===== src/rtl/serv_bus_arbiter_pkg.sv =====
// Shared definitions for the SERV ibus/dbus arbiter: state encoding and grant identifiers.
package serv_bus_arbiter_pkg;

    typedef enum logic [1:0] {
        ARB_IDLE = 2'd0,
        ARB_IBUS = 2'd1,
        ARB_DBUS = 2'd2
    } arb_state_e;

    localparam logic GRANT_IBUS = 1'b0;
    localparam logic GRANT_DBUS = 1'b1;

    // Round-robin choice when both requesters are up: favour whoever was not served last.
    function automatic arb_state_e arb_pick(input logic ibus_cyc, input logic dbus_cyc,
                                            input logic last_grant);
        arb_state_e pick;
        pick = ARB_IDLE;
        if (ibus_cyc && dbus_cyc)
            pick = (last_grant == GRANT_IBUS) ? ARB_DBUS : ARB_IBUS;
        else if (ibus_cyc)
            pick = ARB_IBUS;
        else if (dbus_cyc)
            pick = ARB_DBUS;
        return pick;
    endfunction

endpackage


===== src/rtl/serv_bus_arbiter_wdog.sv =====
// Watchdog counter for the arbiter: counts wait cycles of an open memory cycle, flags expiry.
module serv_arb_wdog #(
    parameter int TO_W = 5
) (
    input  logic clk,
    input  logic rst_n,
    input  logic clr,
    input  logic en,
    output logic expire
);

    logic [TO_W-1:0] cnt;

    // Expiry only counts while enabled, so an ack in the last cycle wins over the timeout.
    assign expire = en && (cnt == {TO_W{1'b1}});

    always_ff @(posedge clk) begin
        if (!rst_n)
            cnt <= '0;
        else if (clr)
            cnt <= '0;
        else if (en && !expire)
            cnt <= cnt + 1'b1;
    end

endmodule


===== src/rtl/serv_bus_arbiter.sv =====
// Shares one Wishbone-classic memory port between SERV ibus and dbus with round-robin
// grant and a watchdog that terminates hung cycles.
module serv_bus_arbiter
    import serv_bus_arbiter_pkg::*;
#(
    parameter int TO_W = 5
) (
    input  logic        clk,
    input  logic        i_rst_n,
    input  logic [31:0] i_ibus_adr,
    input  logic        i_ibus_cyc,
    output logic [31:0] o_ibus_rdt,
    output logic        o_ibus_ack,
    input  logic [31:0] i_dbus_adr,
    input  logic [31:0] i_dbus_dat,
    input  logic [3:0]  i_dbus_sel,
    input  logic        i_dbus_we,
    input  logic        i_dbus_cyc,
    output logic [31:0] o_dbus_rdt,
    output logic        o_dbus_ack,
    output logic [31:0] o_wb_adr,
    output logic [31:0] o_wb_dat,
    output logic [3:0]  o_wb_sel,
    output logic        o_wb_we,
    output logic        o_wb_cyc,
    input  logic [31:0] i_wb_rdt,
    input  logic        i_wb_ack,
    output logic        o_timeout
);

    arb_state_e state, state_nxt;
    logic       last_grant;
    logic       wb_cyc_q;
    logic       busy;
    logic       wd_en;
    logic       wd_expire;

    assign busy  = (state != ARB_IDLE);
    assign wd_en = busy && !i_wb_ack;

    serv_arb_wdog #(.TO_W(TO_W)) u_wdog (
        .clk    (clk),
        .rst_n  (i_rst_n),
        .clr    (!busy),
        .en     (wd_en),
        .expire (wd_expire)
    );

    // State, grant and cycle registers; last_grant doubles as the registered mux select.
    always_ff @(posedge clk) begin
        if (!i_rst_n) begin
            state      <= ARB_IDLE;
            last_grant <= GRANT_IBUS;
            wb_cyc_q   <= 1'b0;
        end else begin
            state    <= state_nxt;
            wb_cyc_q <= (state_nxt != ARB_IDLE);
            if (state == ARB_IDLE && state_nxt != ARB_IDLE)
                last_grant <= (state_nxt == ARB_DBUS) ? GRANT_DBUS : GRANT_IBUS;
        end
    end

    always_comb begin
        state_nxt = state;
        case (state)
            ARB_IDLE:           state_nxt = arb_pick(i_ibus_cyc, i_dbus_cyc, last_grant);
            ARB_IBUS, ARB_DBUS: if (i_wb_ack || wd_expire) state_nxt = ARB_IDLE;
            default:            state_nxt = ARB_IDLE;
        endcase
    end

    always_comb begin
        o_wb_cyc   = wb_cyc_q;
        o_timeout  = busy && wd_expire;
        o_ibus_ack = (state == ARB_IBUS) && (i_wb_ack || wd_expire);
        o_dbus_ack = (state == ARB_DBUS) && (i_wb_ack || wd_expire);
        // A watchdog-terminated cycle returns zero instead of whatever is on the memory bus.
        o_ibus_rdt = wd_expire ? 32'h0 : i_wb_rdt;
        o_dbus_rdt = wd_expire ? 32'h0 : i_wb_rdt;
        if (last_grant == GRANT_DBUS) begin
            o_wb_adr = i_dbus_adr;
            o_wb_dat = i_dbus_dat;
            o_wb_sel = i_dbus_sel;
            o_wb_we  = i_dbus_we;
        end else begin
            o_wb_adr = i_ibus_adr;
            o_wb_dat = i_dbus_dat;
            o_wb_sel = 4'hf;
            o_wb_we  = 1'b0;
        end
    end

endmodule


===== config.mk =====
export PLATFORM = sky130hd
export DESIGN_NAME = serv_bus_arbiter
export DESIGN_NICKNAME = d
export VERILOG_FILES = /design/src/rtl/serv_bus_arbiter_pkg.sv /design/src/rtl/serv_bus_arbiter_wdog.sv /design/src/rtl/serv_bus_arbiter.sv
export SDC_FILE = /design/constraint.sdc
export NUM_CORES = 1
export LEC_CHECK = 0
export BUFFER_PORTS_ARGS = -buffer_cell sky130_fd_sc_hd__buf_2
export CORE_AREA = 2 2 107 109
export CTS_CLUSTER_SIZE = 25
export DETAILED_ROUTE_END_ITERATION = 10
export DIE_AREA = 0 0 109 111
export SYNTH_ARGS = -nofsm -noshare
export SYNTH_HDL_FRONTEND = slang
export SYNTH_SLANG_ARGS = --single-unit
export TNS_END_PERCENT = 1

===== constraint.sdc =====
create_clock -name clk -period 4.7 [get_ports clk]
set_clock_uncertainty 0.1 [all_clocks]
set_input_delay 0.705 -clock clk [delete_from_list [all_inputs] [get_ports clk]]
set_output_delay 0.705 -clock clk [all_outputs]
set_load 0.01 [all_outputs]

# Word level (Yosys, flattened, before mapping)

Index checks and enable logic that the tools add are counted.
W data, S select, Z words.

Add/subtract/negate cells: 1
Multiply operators: 0
Div/mod/pow operators: 0
$lt $le $gt $ge: 0
Equal/unequal tests: 4
Shift operators: 0
Muxes and demuxes: 11
Bitwise operators: 0
Reductions and logical operators: 16

Operator list:

| operator              | count |
|---|---|
| $mux W32              | 2 |
| $mux W2               | 5 |
| $logic_and A1 B1 Y1   | 8 |
| $add A5 B1 Y5 const B | 1 |
| $eq A5 B5 Y1 const B  | 1 |
| $eq A2 B2 Y1 const B  | 2 |
| $mux W4               | 1 |
| $pmux W2 S2           | 1 |
| $reduce_bool A2 Y1    | 2 |
| $eq A2 B1 Y1 const B  | 1 |
| $logic_not A1 Y1      | 2 |
| $logic_not A2 Y1      | 1 |
| $mux W1               | 2 |
| $reduce_and A2 Y1     | 1 |
| $reduce_or A2 Y1      | 1 |
| $logic_or A1 B1 Y1    | 1 |

Bits in registers: 9
Latch bits: 0
RAM bits: 0
Bits in read-only memories: 0
Output and inout bits: 137
Logic and storage cells: 36
Memories kept: 0

# Depth between registers and ports, before layout

Gate-level depths: netlist of run 1.

Depth after elaboration: 8
Depth in mapped cells: 8
Gate-level depth less buffers: 6

# By module

Synthesis of run 1 repeated with hierarchy kept, for this count alone.

Cell total of the unflattened synthesis: 198
Area, all modules: 1634.1 µm²

By module, submodules not included:

| module           | instances | cells each | area an instance (µm²) |
|---|---|---|---|
| serv_bus_arbiter | 1         | 171        | 1387.6 |
| serv_arb_wdog    | 1         | 27         | 246.5 |

# Worst setup path after synthesis of run 1

Ideal clock, no wire load.

Path type: register to output
From: register u_wdog.cnt[0]
To: output o_ibus_rdt[2]
Arrival: 1714 ps
Required time: 3895 ps
Setup slack: 2181 ps
Stages on the path, launching flop included: 9
Cell sequence: dfxtp_1 -> ha_1 -> and3_1 -> ha_1 -> nand2b_4 -> nor2_4 -> clkbuf_1 -> and2b_1 -> buf_4

Word-level cells in the longest chain between the ends: 3

RTL lines:

| element                  | RTL line                    | text |
|---|---|---|
| start: declaration       | serv_bus_arbiter_wdog.sv:12 | `logic [TO_W-1:0] cnt;` |
| start signal: assignment | serv_bus_arbiter_wdog.sv:23 | `cnt <= cnt + 1'b1;` |
| $eq A5 B5 Y1             | serv_bus_arbiter_wdog.sv:15 | `assign expire = en && (cnt == {TO_W{1'b1}});` |
| $logic_and A1 B1 Y1      | serv_bus_arbiter_wdog.sv:15 |  |
| $mux W32                 | --                          |  |
| end: declaration         | serv_bus_arbiter.sv:12      | `output logic [31:0] o_ibus_rdt,` |

Every way passes these cells.

# Final worst setup path of run 1

From: register u_wdog.cnt[0]
To: output o_ibus_rdt[7]

Word-level cells in the longest chain between the ends: 3

RTL lines:

| element             | RTL line                    | text |
|---|---|---|
| $eq A5 B5 Y1        | serv_bus_arbiter_wdog.sv:15 |  |
| $logic_and A1 B1 Y1 | serv_bus_arbiter_wdog.sv:15 |  |
| $mux W32            | serv_bus_arbiter.sv:78      | `o_ibus_rdt = wd_expire ? 32'h0 : i_wb_rdt;` |

Every way passes these cells.

==> impl_metrics.py, run 1 <==
metrics = {
    "power": {
        "p_leak_nw": 1.294,
        "ir_worst_vdd_mv": 0.1180,
        "p_total_mw": 0.4589,
        "p_per_area_nw_per_um2": 188.4,
    },
    "cts": {
        "post-cts-setup-buffer-count": 0,
        "cts_tree": "built",
        "cts_root_buffer": "clkbuf_16",
        "cts-hold-fix-buffers": 0,
        "cts_resized": 0,
        "numCtsBuffers": 3,
        "clock_latency_ns": 0.23,
        "clk_pin_slew_ns": 0.04,
        "htreeDepth": 1,
        "cts_num_sinks": 9,
        "clockBufferDepth": 2,
    },
    "placed_design": {
        "hpwlAfterDp_um": 4926,
        "portBuffers": 210,
        "place_inst": 483,
        "globalplace.congestion": 0.8994,
    },
    "detailed_routing": {
        "via_count": 1888,
        "wl_per_cell_um": 11.25,
        "vias_per_cell": 3.877,
        "drt_iter0_markers": 34,
        "drc": 0,
        "ant_nets": 0,
        "wl_um": 5480,
        "first_pass_iters": 4,
    },
    "sta": {
        "hold_ws_ns": 0.3630,
        "tightest_slew_ns": 0.8250,
        "rsz0062_at_grt": "no",
        "slew-limit-headroom_pct": 45.00,
        "fin_crit_ns": 3.077,
        "finalHoldViolations": 0,
        "setup_violations": 0,
        "timing.fmax_mhz": 325.0,
        "fin_crit_sh_pct": 65.47,
        "maxSlewViolCount": 0,
        "setup_tns_ns": 0,
    },
    "logic_synthesis": {
        "synth_ff_type": "dfxtp_1",
        "synth-async-reset-ratio_pct": 0,
        "synth_seq_cells": 9,
        "mappedNetlistArea_um2": 1640,
        "yosysSeqAreaShare_pct": 10.98,
        "yosys.cell_types.count": 28,
        "syn_nets": 345,
        "synth_cells": 201,
        "yosysWarnings": 0,
        "synth_edf_count": 0,
        "synth.avg_cell_area_um2": 8.161,
    },
    "worst_hold_path": {
        "hp-class": "reg2reg",
    },
    "grt": {
        "grt_pass1_vias": 1711,
        "grt_pass1_wl_um": 7507,
        "antenna_found_initial": 1,
        "grt_max_degree": 41,
        "grt_use_total_pct": 7.998,
        "grt-ovfl-total": 0,
    },
    "finish": {
        "utilization_pct": 21.99,
        "fin_nets": 489,
        "drive_above_1_share_pct": 72.38,
        "final_cell_mix": "210 x buf_2, 32 x mux2_2, 31 x nor2b_1",
        "area_growth_pct": 48.51,
        "finalNonFillerCells": 487,
        "layout_commonest_cell": "buf_2",
        "antenna_cells": 0,
    },
    "critical_path": {
        "crit_arrival_ns": 2.27,
        "cp_max_fo": 33,
        "crit_path_start_kind": "flop",
        "crit_path_end_kind": "output pin",
        "critical_path_class": "reg2out",
        "crit_required_ns": 3.89,
    },
    "floorplanning": {
        "core-area_um2": 11080,
        "die-area_um2": 12100,
        "io_pins": 275,
        "die_h_um": 111,
        "die_x_um": 109,
        "core.rowCount": 39,
        "start_util_pct": 14.81,
    },
    "run_status": {
        "outcome": "finished clean",
    },
    "flow_run": {
        "cap_violations": 0,
    },
}
## layer usage
| layer | wire, um | track usage [%] | vias up |
|---|---|---|---|
| li1 | - | - | 886 |
| met1 | 1502 | 5.597 | 815 |
| met2 | 3085 | 17.60 | 173 |
| met3 | 750 | 2.469 | 12 |
| met4 | 127 | 3.504 | 2 |
| met5 | 13 | 0 | - |
## through the flow
stage / area, um2 / worst slack, ns
global placement: 2357 / 1.961
detailed placement: 2357 / 1.802
CTS: 2436 / 1.555
floorplan: 1640 / 2.181
finish: 2436 / 1.623
global route: 2436 / 1.445
## worst paths after layout
kind	start	end	slack (ns)	cells after the start
worst max-delay path	u_wdog.cnt[0]$_SDFFE_PN0P_	o_ibus_rdt[7]	1.62	7
worst min-delay path	u_wdog.cnt[4]$_SDFFE_PN0P_	u_wdog.cnt[4]$_SDFFE_PN0P_	0.36	2
worst max register to register	u_wdog.cnt[0]$_SDFFE_PN0P_	u_wdog.cnt[3]$_SDFFE_PN0P_	2.78	6
worst min register to register	u_wdog.cnt[4]$_SDFFE_PN0P_	u_wdog.cnt[4]$_SDFFE_PN0P_	0.36	2
## sequential cells by signal (all words and copies together), names as in the netlist
register / cells
u_wdog.cnt: 5
o_wb_cyc: 1
state: 2
last_grant: 1
## critical path, stage by stage (launching register included)
cell	delay [ns]
dfxtp_1	0.36
ha_1	0.19
and3_1	0.18
ha_1	0.26
nand2b_4	0.10
nor2_4	0.51
and2b_1	0.28
buf_2	0.14
## final cells by class
type,instances,area (um2)
clock buffer,4,78.83
fill,1215,8641
inverter,3,11.26
multi-input combinational,118,934.6
sequential,9,181.4
tap,143,178.9
timing repair buffer,210,1051
## kinds of logic after synthesis
group / count (synthesis) / synth area share (%)
buf+inv: 74 / 32.04
simple gates: 66 / 25.02
mux: 32 / 21.97
compound gates: 12 / 4.348
flops: 9 / 10.98
fa+ha+maj: 6 / 4.577
xor+xnor: 2 / 1.068
## synth_stat cells, drive strengths merged (2+ instances only)
master	count	area (um2)
a21oi	6	30.03
o21ai	3	15.01
nand3	5	25.02
nor2	4	22.52
buf	70	510.5
nor2b	31	193.9
xnor2	2	17.52
nand2b	7	51.30
inv	3	11.26
ha	6	75.07
and2b	6	45.04
mux2	32	360.4
nand2	6	22.52
dfxtp	9	180.2
## report_power, final
group | internal [mW] | switching (mW) | total (mW)
sequential | 0.0809 | 0.0155 | 0.0964
combinational | 0.120 | 0.0938 | 0.214
clock | 0.113 | 0.0354 | 0.149
total | 0.314 | 0.145 | 0.459
No activity file was read; power rests on OpenSTA's default activity.
==> run 2, diff against run 1 <==
==> constraint.sdc (replaced) <==
create_clock -name clk -period 2.7 [get_ports clk]
set_clock_uncertainty 0.1 [all_clocks]
set_input_delay 0.405 -clock clk [delete_from_list [all_inputs] [get_ports clk]]
set_output_delay 0.405 -clock clk [all_outputs]
set_load 0.01 [all_outputs]
==> run 2 against run 1 <==
  * Global-route usage rose by 0.21 points
  * Worst setup slack got worse by 1.5 ns
  * Clock power rose by 79%
  * Flip-flop and latch count did not move
  * Highest routed layer is now met4
  * Combinational power rose by 76%
  * Critical endpoint unchanged
==> impl_metrics.py, run 2 (synthesized netlist as in run 1, its figures left out) <==
metrics = {
    "run_status": {
        "outcome": "finished clean",
    },
    "grt": {
        "grt_pass1_vias": 1785,
        "grt-ovfl-total": 0,
        "grt_pass1_wl_um": 7659,
        "antenna_found_initial": 1,
        "grt_max_degree": 37,
        "grt_use_total_pct": 8.206,
    },
    "power": {
        "p_per_area_nw_per_um2": 330.4,
        "p_leak_nw": 1.305,
        "p_total_mw": 0.8099,
        "clkPwrFrac_pct": 33.0,
        "p_sw_mw": 0.2601,
        "intPower_mw": 0.5498,
        "p_seq_share_pct": 20.6,
        "ir_worst_vdd_mv": 0.1674,
        "p_comb_share_pct": 46.4,
        "p_sw_share_pct": 32.11,
    },
    "floorplanning": {
        "start_util_pct": 14.81,
        "die_h_um": 111,
        "core-area_um2": 11080,
        "die-area_um2": 12100,
        "core.rowCount": 39,
        "io_pins": 275,
        "die_x_um": 109,
    },
    "critical_path": {
        "crit_path_start_kind": "flop",
        "worst-r2r-cell-count": 6,
        "crit_arrival_ns": 2.05,
        "cp_max_fo": 33,
        "crit_path_end_kind": "output pin",
        "critical_path_class": "reg2out",
        "crit_required_ns": 2.19,
    },
    "detailed_routing": {
        "via_count": 1890,
        "drc": 0,
        "vias_per_cell": 3.865,
        "drt_iter0_markers": 44,
        "first_pass_iters": 4,
        "ant_nets": 0,
        "wl_per_cell_um": 11.26,
        "wl_um": 5504,
    },
    "sta": {
        "rsz0062_at_grt": "no",
        "slew-limit-headroom_pct": 47.88,
        "setup_violations": 0,
        "timing.fmax_mhz": 392.0,
        "fin_crit_ns": 2.551,
        "hold_ws_ns": 0.3561,
        "finalHoldViolations": 0,
        "setup_tns_ns": 0,
        "tightest_slew_ns": 0.7818,
        "fin_crit_sh_pct": 94.47,
        "maxSlewViolCount": 0,
    },
    "cts": {
        "cts-hold-fix-buffers": 0,
        "numCtsBuffers": 3,
        "htreeDepth": 1,
        "cts_root_buffer": "clkbuf_16",
        "clock_latency_ns": 0.24,
        "cts_resized": 0,
        "post-cts-setup-buffer-count": 0,
        "clk_pin_slew_ns": 0.04,
        "cts_num_sinks": 9,
        "clockBufferDepth": 2,
        "cts_tree": "built",
    },
    "placed_design": {
        "hpwlAfterDp_um": 4903,
        "portBuffers": 210,
        "dpl-instance-area_um2": 2372,
        "globalplace.congestion": 0.8986,
    },
    "finish": {
        "drive_above_1_share_pct": 72.54,
        "regMostFlops": "u_wdog.cnt",
        "fin_nets": 491,
        "area_growth_pct": 49.43,
        "final_cell_mix": "210 x buf_2, 32 x mux2_2, 31 x nor2b_1",
        "antenna_cells": 0,
        "utilization_pct": 22.13,
        "fin_area_um2": 2451,
        "top_regs": "u_wdog.cnt: 5 flops, state: 2 flops",
        "largest_register_ff_count": 5,
        "layout_commonest_cell": "buf_2",
    },
    "flow_run": {
        "cap_violations": 0,
    },
    "worst_hold_path": {
        "hp-class": "in2reg",
        "min_path_cells": 3,
    },
}
-- run 2: cell count changes in the layout (fill, tap and decap cells not counted) --
cell | previous run | this run
buf_4 | 0 | 2
-- run 2: power groups by stage --
stage	Combinational, mW	Clock, mW	Sequential, mW
6_report	0.376	0.267	0.166
5_1_grt	0.411	0.276	0.170
4_1_cts	0.381	0.275	0.167
3_5_place_dp	0.379	0	0.170
3_3_place_gp	0.376	0	0.168
2_1_floorplan	0.289	0	0.148
-- run 2: layer usage --
layer / wire, um / vias to the layer above / GRT usage, %
met5: 0 / - / 0
met4: 140 / 0 / 4.274
met3: 752 / 9 / 2.469
met2: 3101 / 177 / 17.85
met1: 1509 / 815 / 5.677
li1: - / 889 / -
-- run 2: area by class of cell --
type / instances / area (um2)
tap: 143 / 178.9
clock buffer: 4 / 78.83
timing repair buffer: 212 / 1066
inverter: 3 / 11.26
sequential: 9 / 181.4
multi-input combinational: 118 / 934.6
fill: 1213 / 8626
-- run 2: worst max-delay path: stages (launching register included) --
cell	delay, ns
dfxtp_1	0.36
ha_1	0.18
and3_1	0.16
ha_1	0.25
nand2b_4	0.10
nor2_4	0.07
buf_4	0.29
and2b_1	0.25
buf_2	0.14
-- run 2: final timing paths --
kind / from / end / slack, ns
setup / recovery: u_wdog.cnt[0]$_SDFFE_PN0P_ / o_ibus_rdt[7] / 0.15
hold / removal: i_rst_n / last_grant$_SDFFE_PN0P_ / 0.36
setup reg to reg: u_wdog.cnt[0]$_SDFFE_PN0P_ / u_wdog.cnt[3]$_SDFFE_PN0P_ / 0.81
hold reg to reg: u_wdog.cnt[4]$_SDFFE_PN0P_ / u_wdog.cnt[4]$_SDFFE_PN0P_ / 0.36
-- run 2: stage by stage --
step,cells,worst slack (ns)
6_report,489,0.1493
5_1_grt,489,0.007724
4_1_cts,489,0.1043
3_5_place_dp,485,0.3604
3_3_place_gp,485,0.4455
2_1_floorplan,201,0.4809
==> run 3, diff against run 2 <==
--- a/config.mk
+++ b/config.mk
@@ -6,10 +6,10 @@
 export NUM_CORES = 1
 export LEC_CHECK = 0
 export BUFFER_PORTS_ARGS = -buffer_cell sky130_fd_sc_hd__buf_2
-export CORE_AREA = 2 2 107 109
+export CORE_AREA = 2 2 106 108
 export CTS_CLUSTER_SIZE = 25
 export DETAILED_ROUTE_END_ITERATION = 10
-export DIE_AREA = 0 0 109 111
+export DIE_AREA = 0 0 108 110
 export SYNTH_ARGS = -nofsm -noshare
 export SYNTH_HDL_FRONTEND = slang
 export SYNTH_SLANG_ARGS = --single-unit
==> constraint.sdc (replaced) <==
create_clock -name clk -period 2.4 [get_ports clk]
set_clock_uncertainty 0.1 [all_clocks]
set_input_delay 0.36 -clock clk [delete_from_list [all_inputs] [get_ports clk]]
set_output_delay 0.36 -clock clk [all_outputs]
set_load 0.01 [all_outputs]
==> run 3 against run 2 <==
  * Count of clock-buffer cells in the layout is the same
  * Via count is 0.90% lower
  * Core utilization is 0.92 points higher
  * Non-clock buffer count grew 3
  * Critical path type unchanged
==> impl_metrics.py, run 3 (synthesized netlist as in run 1, its figures left out) <==
metrics = {
    "detailed_routing": {
        "wl_per_cell_um": 12.19,
        "drt_iter0_markers": 22,
        "met2WireLength_um": 3062,
        "route.met3.wl_um": 891,
        "vias_per_cell": 3.815,
        "via_count": 1873,
        "highest_layer": "met5",
        "wl_um": 5986,
        "drc": 0,
        "first_pass_iters": 4,
        "wl_met1_um": 1960,
        "ant_nets": 0,
    },
    "cts": {
        "clk_pin_slew_ns": 0.05,
        "clock_latency_ns": 0.24,
        "numCtsBuffers": 3,
        "cts_num_sinks": 9,
        "htreeDepth": 1,
        "clockBufferDepth": 2,
        "cts_root_buffer": "clkbuf_8",
        "cts-hold-fix-buffers": 0,
        "cts_tree": "built",
    },
    "grt": {
        "antenna_found_initial": 3,
        "grt_max_degree": 41,
        "grt_use_total_pct": 8.805,
        "grt_pass1_vias": 1726,
        "grt-ovfl-total": 0,
        "grt_pass1_wl_um": 8079,
    },
    "sta": {
        "rsz0062_at_grt": "no",
        "tightest_slew_ns": 0.4260,
        "setup_violations": 0,
        "setup_tns_ns": 0,
        "fin_crit_ns": 2.314,
        "finalHoldViolations": 0,
        "slew-limit-headroom_pct": 71.60,
        "timing.fmax_mhz": 432.1,
        "maxSlewViolCount": 0,
        "hold_ws_ns": 0.3219,
        "fin_crit_sh_pct": 96.43,
    },
    "floorplanning": {
        "die_x_um": 108,
        "start_util_pct": 15.33,
        "die_h_um": 110,
        "core-area_um2": 10700,
        "io_pins": 275,
        "die-area_um2": 11880,
        "core.rowCount": 38,
    },
    "placed_design": {
        "portBuffers": 210,
        "globalplace.congestion": 0.7334,
        "hpwlAfterDp_um": 5472,
    },
    "finish": {
        "area_growth_pct": 50.34,
        "largest_register_ff_count": 5,
        "utilization_pct": 23.05,
        "final_cell_mix": "210 x buf_2, 32 x mux2_2, 31 x nor2b_1",
        "regMostFlops": "u_wdog.cnt",
        "layout_commonest_cell": "buf_2",
        "fin_nets": 494,
        "top_regs": "u_wdog.cnt: 5 flops, state: 2 flops",
        "drive_above_1_share_pct": 73.07,
    },
    "critical_path": {
        "crit_path_end_kind": "output pin",
        "timing.rr.start": "u_wdog.cnt[0]$_SDFFE_PN0P_",
        "worst-r2r-cell-count": 6,
        "crit_arrival_ns": 1.85,
        "cp_max_fo": 10,
        "critical_path_class": "reg2out",
        "cp-startpoint": "u_wdog.cnt[0]$_SDFFE_PN0P_",
        "crit_path_start_kind": "flop",
        "crit_required_ns": 1.94,
    },
    "worst_hold_path": {
        "hp-class": "in2reg",
        "min_path_cells": 3,
        "hold_start": "i_rst_n",
    },
    "power": {
        "p_total_mw": 0.8044,
        "p_leak_nw": 1.305,
        "ir_worst_vdd_mv": 0.1475,
        "p_per_area_nw_per_um2": 326.2,
    },
    "flow_run": {
        "cap_violations": 0,
    },
    "run_status": {
        "outcome": "finished clean",
    },
}
run 3: changes by cell type in the layout (fill, tap and decap cells not counted), moves of 2 or more:
| cell | before | now |
|---|---|---|
| buf_4 | 2 | 4 |
| clkbuf_16 | 3 | 0 |
| clkbuf_8 | 0 | 3 |
| diode_2 | 0 | 2 |
run 3: worst max-delay path, cell delays in order (launching register included):
cell      delay, ns
dfxtp_1        0.37
ha_1           0.18
and3_1         0.20
ha_4           0.17
nand2b_4       0.09
nor2_4         0.15
buf_12         0.13
and2b_1        0.19
buf_2          0.14
run 3: per-layer routing:
| metal | up-vias | GRT usage (%) |
|---|---|---|
| met5 | - | 0 |
| met4 | 2 | 2.198 |
| met3 | 7 | 3.233 |
| met2 | 171 | 17.97 |
| met1 | 801 | 8.192 |
| li1 | 892 | - |
run 3: what timing repair did:
item | 4_1_cts | 5_1_grt
setup buffers | 1 | 0
cloned | 0 | 0
endpoints found under the setup margin | 42 | 54
pin swaps | 1 | 1
gates resized for setup | 1 | 2
run 3: worst paths after layout:
path / end / slack [ns]
max: o_ibus_rdt[8] / 0.09
max reg2reg: u_wdog.cnt[3]$_SDFFE_PN0P_ / 0.57
min reg2reg: u_wdog.cnt[1]$_SDFFE_PN0P_ / 0.38
min: last_grant$_SDFFE_PN0P_ / 0.32
run 3: cell type report:
class / instances / area [um2]
fillers: 1174 / 8232
repair buffers: 215 / 1101
multi-input cells: 118 / 947.2
flip-flops and latches: 9 / 181.4
well taps: 140 / 175.2
clock buffers: 4 / 45.04
inverters: 3 / 11.26
diodes: 2 / 5.005
run 3: metrics by stage:
stage / cell area (um2) / cells / worst slack, ns
2_1_floorplan: 1640 / 201 / 0.2259
3_3_place_gp: 2382 / 484 / 0.2920
3_5_place_dp: 2382 / 484 / 0.2214
4_1_cts: 2450 / 489 / 0.03434
5_1_grt: 2461 / 489 / 0.01252
6_report: 2466 / 491 / 0.08568
run 3: report_power, final:
group / switching, mW / total (mW) / internal (mW)
sequential: 0.00449 / 0.162 / 0.158
clock: 0.0613 / 0.177 / 0.116
combinational: 0.225 / 0.465 / 0.240
total: 0.291 / 0.804 / 0.514
